### src/rtl/result_accumulator.sv
// rtl/result_accumulator.sv - saturating block accumulator with flag counter and result handshake
module result_accumulator #(
   parameter int WIDTH     = 8,
   parameter int MUL_WIDTH = WIDTH * 2,
   parameter int COUNT     = 4
) (
   input  logic                 clk,
   input  logic                 rst,
   input  logic [WIDTH-1:0]     data_in,
   input  logic                 flag_in,
   input  logic                 in_valid,
   output logic                 in_ready,
   input  logic                 flush,
   output logic [MUL_WIDTH-1:0] data_out,
   output logic [7:0]           flag_count,
   output logic                 ovf,
   output logic                 out_valid,
   input  logic                 out_ready
);

   typedef enum logic [1:0] {
      S_IDLE  = 2'd0,
      S_ACCUM = 2'd1,
      S_HOLD  = 2'd2
   } state_t;

   localparam logic [7:0] COUNT_V = 8'(COUNT);

   state_t               state_q, state_d;
   logic [MUL_WIDTH-1:0] acc_q, acc_d;
   logic [7:0]           cnt_q, cnt_d;
   logic [7:0]           flag_cnt_q, flag_cnt_d;
   logic                 ovf_q, ovf_d;
   logic [MUL_WIDTH-1:0] data_out_q, data_out_d;

   logic                 accept;
   logic [MUL_WIDTH:0]   sum_w;
   logic [MUL_WIDTH-1:0] acc_sat;
   logic [7:0]           cnt_inc;

   // Handshake signals are pure decodes of the registered state.
   assign in_ready   = (state_q != S_HOLD);
   assign out_valid  = (state_q == S_HOLD);
   assign accept     = in_valid && in_ready;
   assign data_out   = data_out_q;
   assign flag_count = flag_cnt_q;
   assign ovf        = ovf_q;

   // Next-state, saturating accumulate, block completion and handoff.
   always_comb begin
      state_d    = state_q;
      acc_d      = acc_q;
      cnt_d      = cnt_q;
      flag_cnt_d = flag_cnt_q;
      ovf_d      = ovf_q;
      data_out_d = data_out_q;
      // One extra bit catches the carry that signals saturation.
      sum_w      = {1'b0, acc_q} + {{(MUL_WIDTH + 1 - WIDTH){1'b0}}, data_in};
      acc_sat    = sum_w[MUL_WIDTH] ? {MUL_WIDTH{1'b1}} : sum_w[MUL_WIDTH-1:0];
      cnt_inc    = cnt_q + 8'd1;

      case (state_q)
         S_IDLE, S_ACCUM: begin
            if (accept) begin
               acc_d = acc_sat;
               ovf_d = ovf_q | sum_w[MUL_WIDTH];
               cnt_d = cnt_inc;
               if (flag_in) begin
                  flag_cnt_d = flag_cnt_q + 8'd1;
               end
               if ((cnt_inc == COUNT_V) || flush) begin
                  state_d    = S_HOLD;
                  data_out_d = acc_sat;
               end else begin
                  state_d = S_ACCUM;
               end
            end else if (flush && (state_q == S_ACCUM)) begin
               // Partial block; a flush with nothing accumulated is ignored.
               state_d    = S_HOLD;
               data_out_d = acc_q;
            end
         end
         S_HOLD: begin
            if (out_ready) begin
               state_d    = S_IDLE;
               acc_d      = '0;
               cnt_d      = '0;
               flag_cnt_d = '0;
               ovf_d      = 1'b0;
            end
         end
         default: begin
            state_d = S_IDLE;
         end
      endcase
   end

   // State registers with synchronous active-high reset discarding any block.
   always_ff @(posedge clk) begin
      if (rst) begin
         state_q    <= S_IDLE;
         acc_q      <= '0;
         cnt_q      <= '0;
         flag_cnt_q <= '0;
         ovf_q      <= 1'b0;
         data_out_q <= '0;
      end else begin
         state_q    <= state_d;
         acc_q      <= acc_d;
         cnt_q      <= cnt_d;
         flag_cnt_q <= flag_cnt_d;
         ovf_q      <= ovf_d;
         data_out_q <= data_out_d;
      end
   end

endmodule
### config.mk
export PLATFORM = sky130hd
export DESIGN_NAME = result_accumulator
export DESIGN_NICKNAME = d
export VERILOG_FILES = /design/src/rtl/result_accumulator.sv
export SDC_FILE = /design/constraint.sdc
export NUM_CORES = 1
export LEC_CHECK = 0
export BUFFER_PORTS_ARGS = -buffer_cell sky130_fd_sc_hd__buf_2
export CAP_MARGIN = 20
export CORE_ASPECT_RATIO = 0.6
export CORE_UTILIZATION = 45
export DETAILED_ROUTE_END_ITERATION = 7
export PLACE_DENSITY = 0.64
export SLEW_MARGIN = 20
export SYNTH_ARGS = -nofsm -noshare
export SYNTH_HDL_FRONTEND = slang
export SYNTH_SLANG_ARGS = --single-unit
export TNS_END_PERCENT = 20
### constraint.sdc
create_clock -name clk -period 4.8 [get_ports clk]
set_input_delay 0.48 -clock clk [delete_from_list [all_inputs] [get_ports clk]]
set_output_delay 0.48 -clock clk [all_outputs]
set_load 0.01 [all_outputs]
[After elaboration in Yosys (flattened, before gate mapping)]
Cells that the tools add are included.
Word-level totals
  register bits after elaboration: 51
  bits in latches: 0
  RAM bits: 0
  memory bits (read-only): 0
  input port bits: 14
  output and inout port bits: 27
  word-level logic and storage cells: 51
  memories: 0
Cells by class
  add/sub/neg operators: 3
  $mul: 0
  div/mod/pow operators: 0
  $lt $le $gt $ge: 0
  equal/unequal tests: 9
  shift-type cells: 0
  multiplexer cells: 21
  bitwise gates (word level): 1
  reductions and logical operators: 11
Operators by type and width (count)
  16-bit two-way mux: 6
  8-bit two-way mux: 4
  16-bit case mux with 2 select lines: 1
  8-bit case mux with 2 select lines: 2
  16-bit by 8-bit adder with 17-bit output: 1
  8-bit by 1-bit adder with 8-bit output, second input constant: 2
  8-bit by 3-bit equality test with 1-bit output, second input constant: 1
  2-bit two-way mux: 4
  2-bit inequality test, second input constant: 3
  3-bit AND reduction: 2
  2-bit by 1-bit inequality test with 1-bit output, second input constant: 2
  2-bit case mux with 2 select lines: 1
  4-bit AND reduction: 1
  2-bit nonzero test: 2
  3-bit inequality test, second input constant: 1
  2-bit by 1-bit equality test with 1-bit output, second input constant: 1
  2-bit equality test, second input constant: 1
  1-bit logical AND: 2
  2-bit zero test: 1
  1-bit two-way mux: 2
  1-bit case mux with 2 select lines: 1
  2-bit AND reduction: 1
  2-bit OR reduction: 1
  1-bit logical OR: 1
  1-bit OR: 1

[Logic depth before layout (Yosys ltp)]
Gate-level depths: netlist of run 1.
  word-level depth: 6
  mapped depth: 9

[Worst setup path before layout of run 1]
No wires, ideal clock.
  kind: input to register
  start point: input port data_in[0]
  end point: register acc_q[2]
  arrival time: 2.357 ns
  setup slack: 2.315 ns
  cell stages on the path: 9
  buffers on the path: 1
  cell sequence: ha_1 -> fa_1 -> a211oi_1 -> o211ai_2 -> nand3b_1 -> clkbuf_1 -> a21oi_1 -> a31oi_1 -> nor2_1
Between the ends
  word-level cells in the longest chain between the ends: 4
RTL lines
  start: declaration: RTL line 9  | input logic [WIDTH-1:0] data_in,
  16-bit by 8-bit adder with 17-bit output: RTL line 58  | sum_w = {1'b0, acc_q} + {{(MUL_WIDTH + 1 - WIDTH){1'b0}}, data_in};
  16-bit two-way mux: RTL line 59  | acc_sat = sum_w[MUL_WIDTH] ? {MUL_WIDTH{1'b1}} : sum_w[MUL_WIDTH-1:0];
  16-bit two-way mux: RTL line 64  | if (accept) begin
  16-bit case mux with 2 select lines: RTL line 62  | case (state_q)
  end signal: assignment: RTL line 102  | acc_q <= '0;
  end signal: assignment: RTL line 109  | acc_q <= acc_d;
  end: declaration: RTL line 30  | logic [MUL_WIDTH-1:0] acc_q, acc_d;
No other way between the ends. The select of a mux whose other input is x is not followed.
A chain may end at the register's enable or synchronous reset.

[Final worst setup path of run 1]
  start point: register cnt_q[0]
  end point: register data_out_q[15] (netlist: data_out[15])
Between the ends
  word-level cells in the longest chain between the ends: 5
RTL lines
  start: declaration: RTL line 31  | logic [7:0] cnt_q, cnt_d;
  start signal: assignment: RTL line 110  | cnt_q <= cnt_d;
  8-bit by 1-bit adder with 8-bit output: RTL line 60  | cnt_inc = cnt_q + 8'd1;
  8-bit by 3-bit equality test with 1-bit output: RTL line 71  | if ((cnt_inc == COUNT_V) || flush) begin
  1-bit logical OR: RTL line 71
  2-bit by 1-bit inequality test with 1-bit output (no line)
  3-bit AND reduction (no line)
  end signal: assignment: RTL line 113  | data_out_q <= data_out_d;
  end: declaration: RTL line 34  | logic [MUL_WIDTH-1:0] data_out_q, data_out_d;
No other way between the ends.

==> out/results.ini, run 1 <==
[run_status]
run_status = finished clean

[synth]
postSynth.asyncResetShare_pct = 0
postSynthCellCount = 353
ys_warn_count = 0
synth_ff_type = dfxtp_1
synth_edf_count = 0
ys_ff_latch = 51
synth_area_per_cell_um2 = 8.25
ys_seq_area_share_pct = 35.1
syn_area_um2 = 2910
synthesis.nets = 379
ys_types = 55

[floorplanning]
ios = 41
dieArea_um2 = 6810
core-area_um2 = 6170
start_util_pct = 47.2
die_h_um = 64.3
fp.dieW_um = 106
num_rows = 22

[hold_path]
min_path_type = reg2reg
min_from = data_out[1]$_SDFFE_PP0P_
holdPathEnd = data_out[1]$_SDFFE_PP0P_
hold_depth = 2

[global_routing]
grt_max_degree = 43
grt_util_all_layers_pct = 21.6
antenna_found_initial = 0
grt-ovfl-total = 0
grt_pass1_wl_um = 11600
grt_pass1_vias = 2374

[critical_path]
crit_path_end_kind = register
reg2reg_to = data_out[15]$_SDFFE_PP0P_
crit_required_ns = 5.01
worstSetupPathType = reg2reg
critical_path.max_fanout = 33
worstPathArrival_ns = 3.07
reg2reg_slack_ns = 1.93
cp_slowest_cell = a31oi_4
cp-start-kind = register
crit_chain = ha_1 > nand3_2 > or3_1 > and4bb_4 > a31oi_4 > nor4b_1 > a2111oi_2
max_stage_delay_ns = 0.79
r2r_cells = 7
rr_startpoint = cnt_q[0]$_SDFFE_PP0P_

[sta]
period_needed_ns = 2.87
skew_ns = 0.00622
rsz0062_at_grt = no
fmaxAchievable_mhz = 349
tightest_slew_ns = 0.990
slew_headroom_pct = 34.0
setup_viol = 0
tns_ns = 0
hold_viol_final = 0
timing.final.max_slew_violations = 0
fin_crit_sh_pct = 59.7

[job]
drv_cap = 0

[final_layout]
seqCellArea_um2 = 1020
area_growth_pct = 11.3
layout_common_cells = dfxtp_1, a21oi_1, buf_2, nor2_1, nand2_1
nNetsFinal = 408
fillers = 609
layout-drive-gt1-share_pct = 15.9
final_area_um2 = 3240
final_common_cell = dfxtp_1
multiInputGateArea_um2 = 1750
n_antenna_cell = 0

[clock_network]
cts_tree = yes
post_cts_buffers = 0
cts_sinks = 51
insertion_delay_ns = 0.31
cts_root_buffer = clkbuf_8
clkTransAtPathRegs_ns = 0.09
ctsHoldBuffers = 0
clock_path_buffers = 2
htreeDepth = 2
cts_buffers = 5
cts_resized = 0

[detailed_routing]
drt-initial-drc-count = 145
ant_nets = 0
first_pass_iters = 4
wl_per_cell_um = 14.9
route.final.wire_length_um = 6960
vias = 2621
drc = 0
vias_per_cell = 5.61

[placement]
io_buffers = 40
gp_congestion = 0.853
placed_area_um2 = 3120
dp_hpwl_um = 4750

[pwr]
peakVddDrop_mv = 0.112
p_per_area_nw_per_um2 = 296
power.leakage_nw = 1.30

[synth_stat cells, types with 2 or more instances]
cell type / number / area share, %
a2111oi_2: 2 / 1.0
clkbuf_1: 10 / 1.3
inv_1: 9 / 1.2
nor4_1: 3 / 0.64
or3_1: 4 / 0.86
nand2b_1: 4 / 0.86
mux2_2: 2 / 0.77
and4_1: 2 / 0.60
nor2_1: 35 / 4.5
o21ai_0: 17 / 2.9
dfxtp_1: 51 / 35
nor2b_1: 3 / 0.64
nor3_1: 8 / 1.4
a21o_1: 5 / 1.3
a21oi_1: 40 / 6.9
buf_2: 2 / 0.34
a311o_1: 8 / 2.7
o41ai_1: 3 / 0.90
nand4_1: 7 / 1.5
nand3b_1: 6 / 1.5
nor4b_1: 2 / 0.60
buf_1: 2 / 0.26
nand3_1: 19 / 3.3
mux2i_1: 6 / 2.1
buf_4: 2 / 0.52
or4_1: 2 / 0.52
a31oi_1: 5 / 1.1
a211oi_1: 2 / 0.52
nand2_1: 32 / 4.1
xor2_1: 8 / 2.4
ha_1: 11 / 4.7
xnor2_1: 9 / 2.7
buf_6: 3 / 1.2
and3_1: 3 / 0.64
and2_1: 6 / 1.3
[stage by stage]
step,utilization [%],total power [mW],setup WS (ns),std cells,hold WS [ns]
after global placement,50.7,0.651,1.85,459,0.434
after floorplan,-,0.611,2.32,353,0.465
after detailed placement,50.7,0.655,1.79,459,0.442
final,52.6,0.961,1.93,467,0.451
after global routing,52.6,1.02,1.71,467,0.474
after CTS,52.6,0.970,1.91,467,0.455
[worst max-delay path, delay by kind of cell, from the launching register on]
family	cells	cell delay, ns
AO/OA/AOI/OAI	2	1.14
adder cells (fa/ha/maj)	1	0.28
AND/OR/NAND/NOR	4	0.90
flip-flops	1	0.42
[metal layers]
layer / global-route usage [%] / share of wire, %
met2: 32.8 / 41
met1: 31.2 / 54
met4: 5.03 / 0.73
met3: 4.18 / 4.6
met5: 0 / 0
[logic make-up after synthesis]
| kind of cell | Yosys count | share of synthesized area (%) |
|---|---|---|
| simple gates | 141 | 25.0 |
| mux | 8 | 2.84 |
| xor+xnor | 17 | 5.11 |
| fa+ha+maj | 12 | 5.41 |
| flops | 51 | 35.1 |
| compound gates | 95 | 21.7 |
| buf+inv | 29 | 4.90 |
[report_power, final]
group / switching, mW / internal [mW] / total [mW]
Combinational: 0.119 / 0.0721 / 0.191
Clock: 0.143 / 0.169 / 0.312
Sequential: 0.0160 / 0.442 / 0.458
Total: 0.278 / 0.683 / 0.961
[sequential cells by signal, indices dropped and copies added, names as in the netlist]
signal	cells
data_out	16
ovf	1
state_q	2
acc_q	16
flag_count	8
cnt_q	8
[worst max-delay path by stage]
stage	startpoint	end	depth (start not counted)
floorplan	data_in[0]	acc_q[2]$_SDFFE_PP0P_	9
global placement	data_in[0]	data_out[9]$_SDFFE_PP0P_	9
detailed placement	data_in[0]	data_out[9]$_SDFFE_PP0P_	9
CTS	cnt_q[0]$_SDFFE_PP0P_	data_out[15]$_SDFFE_PP0P_	7
global route	cnt_q[0]$_SDFFE_PP0P_	data_out[15]$_SDFFE_PP0P_	7
finish	cnt_q[0]$_SDFFE_PP0P_	data_out[15]$_SDFFE_PP0P_	7
[area by class of cell]
cell class              count  area share [%]
multi-input cells         273            54.0
inverters                   9            1.04
well taps                  84            3.24
clock inverters             2            1.08
flip-flops and latches     51            31.5
repair buffers             42            6.64
clock buffers               6            2.55
(Power assumes the default switching activity.)
==> run 2: changes to the inputs <==
ABC_AREA = 1   (was not set)
clock period = 2.78 ns   (was 4.8 ns; I/O delays follow)
==> run 2 against run 1 <==
Compared with the run above:
- the flow now finishes with violations (DRC)
- via count increased by 29%
- clock-buffer cell count unchanged
- hold slack got worse by 0.19 ns
- non-clock buffer count increased by 4
- design area increased by 14%
- global-route usage increased by 2.8 points
- sequential share of layout area decreased by 3.9 points
==> out/results.ini, run 2 <==
[clock_network]
htreeDepth = 2  ; unchanged
cts_resized = 0  ; unchanged
clock_path_buffers = 2  ; unchanged
insertion_delay_ns = 0.29  ; -0.02 ns
cts_buffers = 5  ; unchanged
clkTransAtPathRegs_ns = 0.07  ; -0.02 ns
post_cts_buffers = 0  ; unchanged
cts_tree = yes
ctsHoldBuffers = 0  ; unchanged
cts_root_buffer = clkbuf_16
cts_sinks = 51  ; unchanged

[synth]
ys_types = 26  ; -53%
synth_area_leaders = dfxtp_1, nand2_1, inv_1
ys_ff_latch = 51  ; unchanged
synthesis.nets = 574  ; +51%
yosysMostFrequentCell = nand2_1
postSynthCellCount = 548  ; +55%
synth_ff_type = dfxtp_1
ys_seq_area_share_pct = 31.5  ; -3.6 points
synth_top_cell_by_area = dfxtp_1
synth_edf_count = 0  ; unchanged
postSynth.asyncResetShare_pct = 0  ; unchanged
synth_top_cell_area_share_pct = 31.5  ; -3.6 points
ys_warn_count = 0  ; unchanged
syn_area_um2 = 3240  ; +11%
synthTopCellsByCount = nand2_1, inv_1, nor2_1, dfxtp_1, nand3_1
synth_area_per_cell_um2 = 5.92  ; -28%

[floorplanning]
die_h_um = 67.7  ; +5.3%
num_rows = 23  ; +4.5%
fp.dieW_um = 112  ; +5.4%
dieArea_um2 = 7560  ; +11%
start_util_pct = 47.5  ; +0.29 points
core-area_um2 = 6820  ; +11%
ios = 41  ; unchanged

[sta]
slew_headroom_pct = 62.3  ; +28 points
fin_crit_sh_pct = 86.2  ; +26 points
timing.final.max_slew_violations = 0  ; unchanged
fmaxAchievable_mhz = 417  ; +20%
setup_viol = 0  ; unchanged
tightest_slew_ns = 0.564  ; -0.426 ns
rsz0062_at_grt = no
skew_ns = 0.00468  ; -0.00154 ns
hold_viol_final = 0  ; unchanged
holdWs_ns = 0.264  ; -0.187 ns
tns_ns = 0  ; unchanged
period_needed_ns = 2.40  ; -0.471 ns
fin_ws_ns = 0.385  ; -1.55 ns

[job]
drv_cap = 0  ; unchanged

[critical_path]
cp-start-kind = register
crit_chain = ha_1 > fa_1 > nand2_1 > nand2_1 > nand3_1 > nand2_1 > nand3_2 > nand3_1 > nand2_1 > nand2_1 > nor2_1 > nor2_1
max_stage_delay_ns = 0.43  ; -0.36 ns
cp_slowest_cell = fa_1
crit_required_ns = 2.97  ; -2.04 ns
cp_num_buf_inv = 0  ; unchanged
critical_path.max_fanout = 15  ; -55%
worstPathArrival_ns = 2.58  ; -0.49 ns
crit_path_frequent_cell = nand2_1
worstSetupPathType = reg2reg
crit_path_end_kind = register
critPathTopFamily = simple AND/OR/NAND/NOR gates

[global_routing]
grt_pass1_vias = 2867  ; +21%
grt-ovfl-total = 0  ; unchanged
grt_max_degree = 28  ; -35%
antenna_found_initial = 0  ; unchanged
grt_util_all_layers_pct = 24.4  ; +2.8 points
grt_pass1_wl_um = 14300  ; +23%

[final_layout]
nNetsFinal = 611  ; +50%
layout-drive-gt1-share_pct = 11.1  ; -4.8 points
area_growth_pct = 14.0
final_common_cell = nand2_1
stdcell_count = 673  ; +44%
n_antenna_cell = 0  ; unchanged
layout_common_cells = nand2_1, inv_1, nor2_1, dfxtp_1, nand3_1

[detailed_routing]
vias_per_cell = 5.04  ; -10%
ant_nets = 0  ; unchanged
vias = 3392  ; +29%
first_pass_iters = 8  ; +4
drc = 3  ; +3
route.final.wire_length_um = 8810  ; +27%
wl_per_cell_um = 13.1  ; -12%
drt-initial-drc-count = 387  ; +170%

[placement]
dp_slack_ns = 0.340  ; -1.45 ns
io_buffers = 40  ; unchanged
dp_hpwl_um = 6610  ; +39%
gp_congestion = 0.942  ; +10%
numPlacedInstances = 665  ; +45%

[hold_path]
min_path_type = in2reg

[pwr]
p_per_area_nw_per_um2 = 548  ; +85%
peakVddDrop_mv = 0.328  ; +190%
power.leakage_nw = 1.93  ; +49%

[run_status]
run_status = finished, violations left
violations = DRC

## run 2: cell types whose count changed after synthesis, moves of 7 or more
cell     before  now
nand2_1      32  197
xnor2_1       9    0
o21ai_0      17   10
nand3_1      19   48
nor2_1       35   71
inv_1         9   77
a311o_1       8    0
xor2_1        8    1
## run 2: final cells by class
type | instances | area, um2
flip-flops and latches | 51 | 1020
multi-input cells | 404 | 1840
well taps | 87 | 109
clock inverters | 2 | 60.1
clock buffers | 6 | 129
repair buffers | 46 | 245
inverters | 77 | 289
fillers | 706 | 3130
## run 2: stage by stage
step / total power, mW / utilization, % / instance area, um2
after floorplan: 1.11 / - / 3240
after global routing: 2.13 / 54.2 / 3690
after detailed placement: 1.24 / 51.4 / 3510
final: 2.02 / 54.2 / 3690
after global placement: 1.23 / 51.4 / 3510
after CTS: 2.03 / 54.2 / 3690
## run 2: cells by family after synthesis
kind of cell,Yosys count,share of synthesized area (%)
buffers and inverters,93,11.7
adders and majority gates,12,4.86
AOI/OAI and AO/OA,47,7.45
xor gates and xnor gates,1,0.270
and+or+nand+nor,344,44.2
DFF,51,31.5
## run 2: worst paths after layout
check | depth (start not counted) | endpoint | slack, ns | start
min reg2reg | 2 | ovf$_SDFFE_PP0P_ | 0.46 | ovf$_SDFFE_PP0P_
max reg2reg | 12 | data_out[5]$_SDFFE_PP0P_ | 0.38 | acc_q[0]$_SDFFE_PP0P_
min | 4 | state_q[1]$_SDFFE_PP0P_ | 0.26 | out_ready
max | 12 | data_out[5]$_SDFFE_PP0P_ | 0.38 | acc_q[0]$_SDFFE_PP0P_
## run 2: per-layer routing
| metal | global-route usage, % | routed length, um | vias up |
|---|---|---|---|
| met1 | 37.5 | 4740 | 1500 |
| met3 | 4.40 | 648 | 6 |
| met5 | 0 | 0 | - |
| met2 | 36.1 | 3390 | 113 |
| li1 | - | - | 1773 |
| met4 | 2.53 | 29 | 0 |
## run 2: tightest hold or removal path, cell delays in order
cell	delay, ns
buf_2	0.07
inv_1	0.04
nand2_1	0.06
a21oi_1	0.06
## run 2: report_power, final
part	internal [mW]	total (mW)	switching (mW)
clock network	0.517	0.800	0.283
logic	0.140	0.412	0.272
registers	0.774	0.813	0.0385
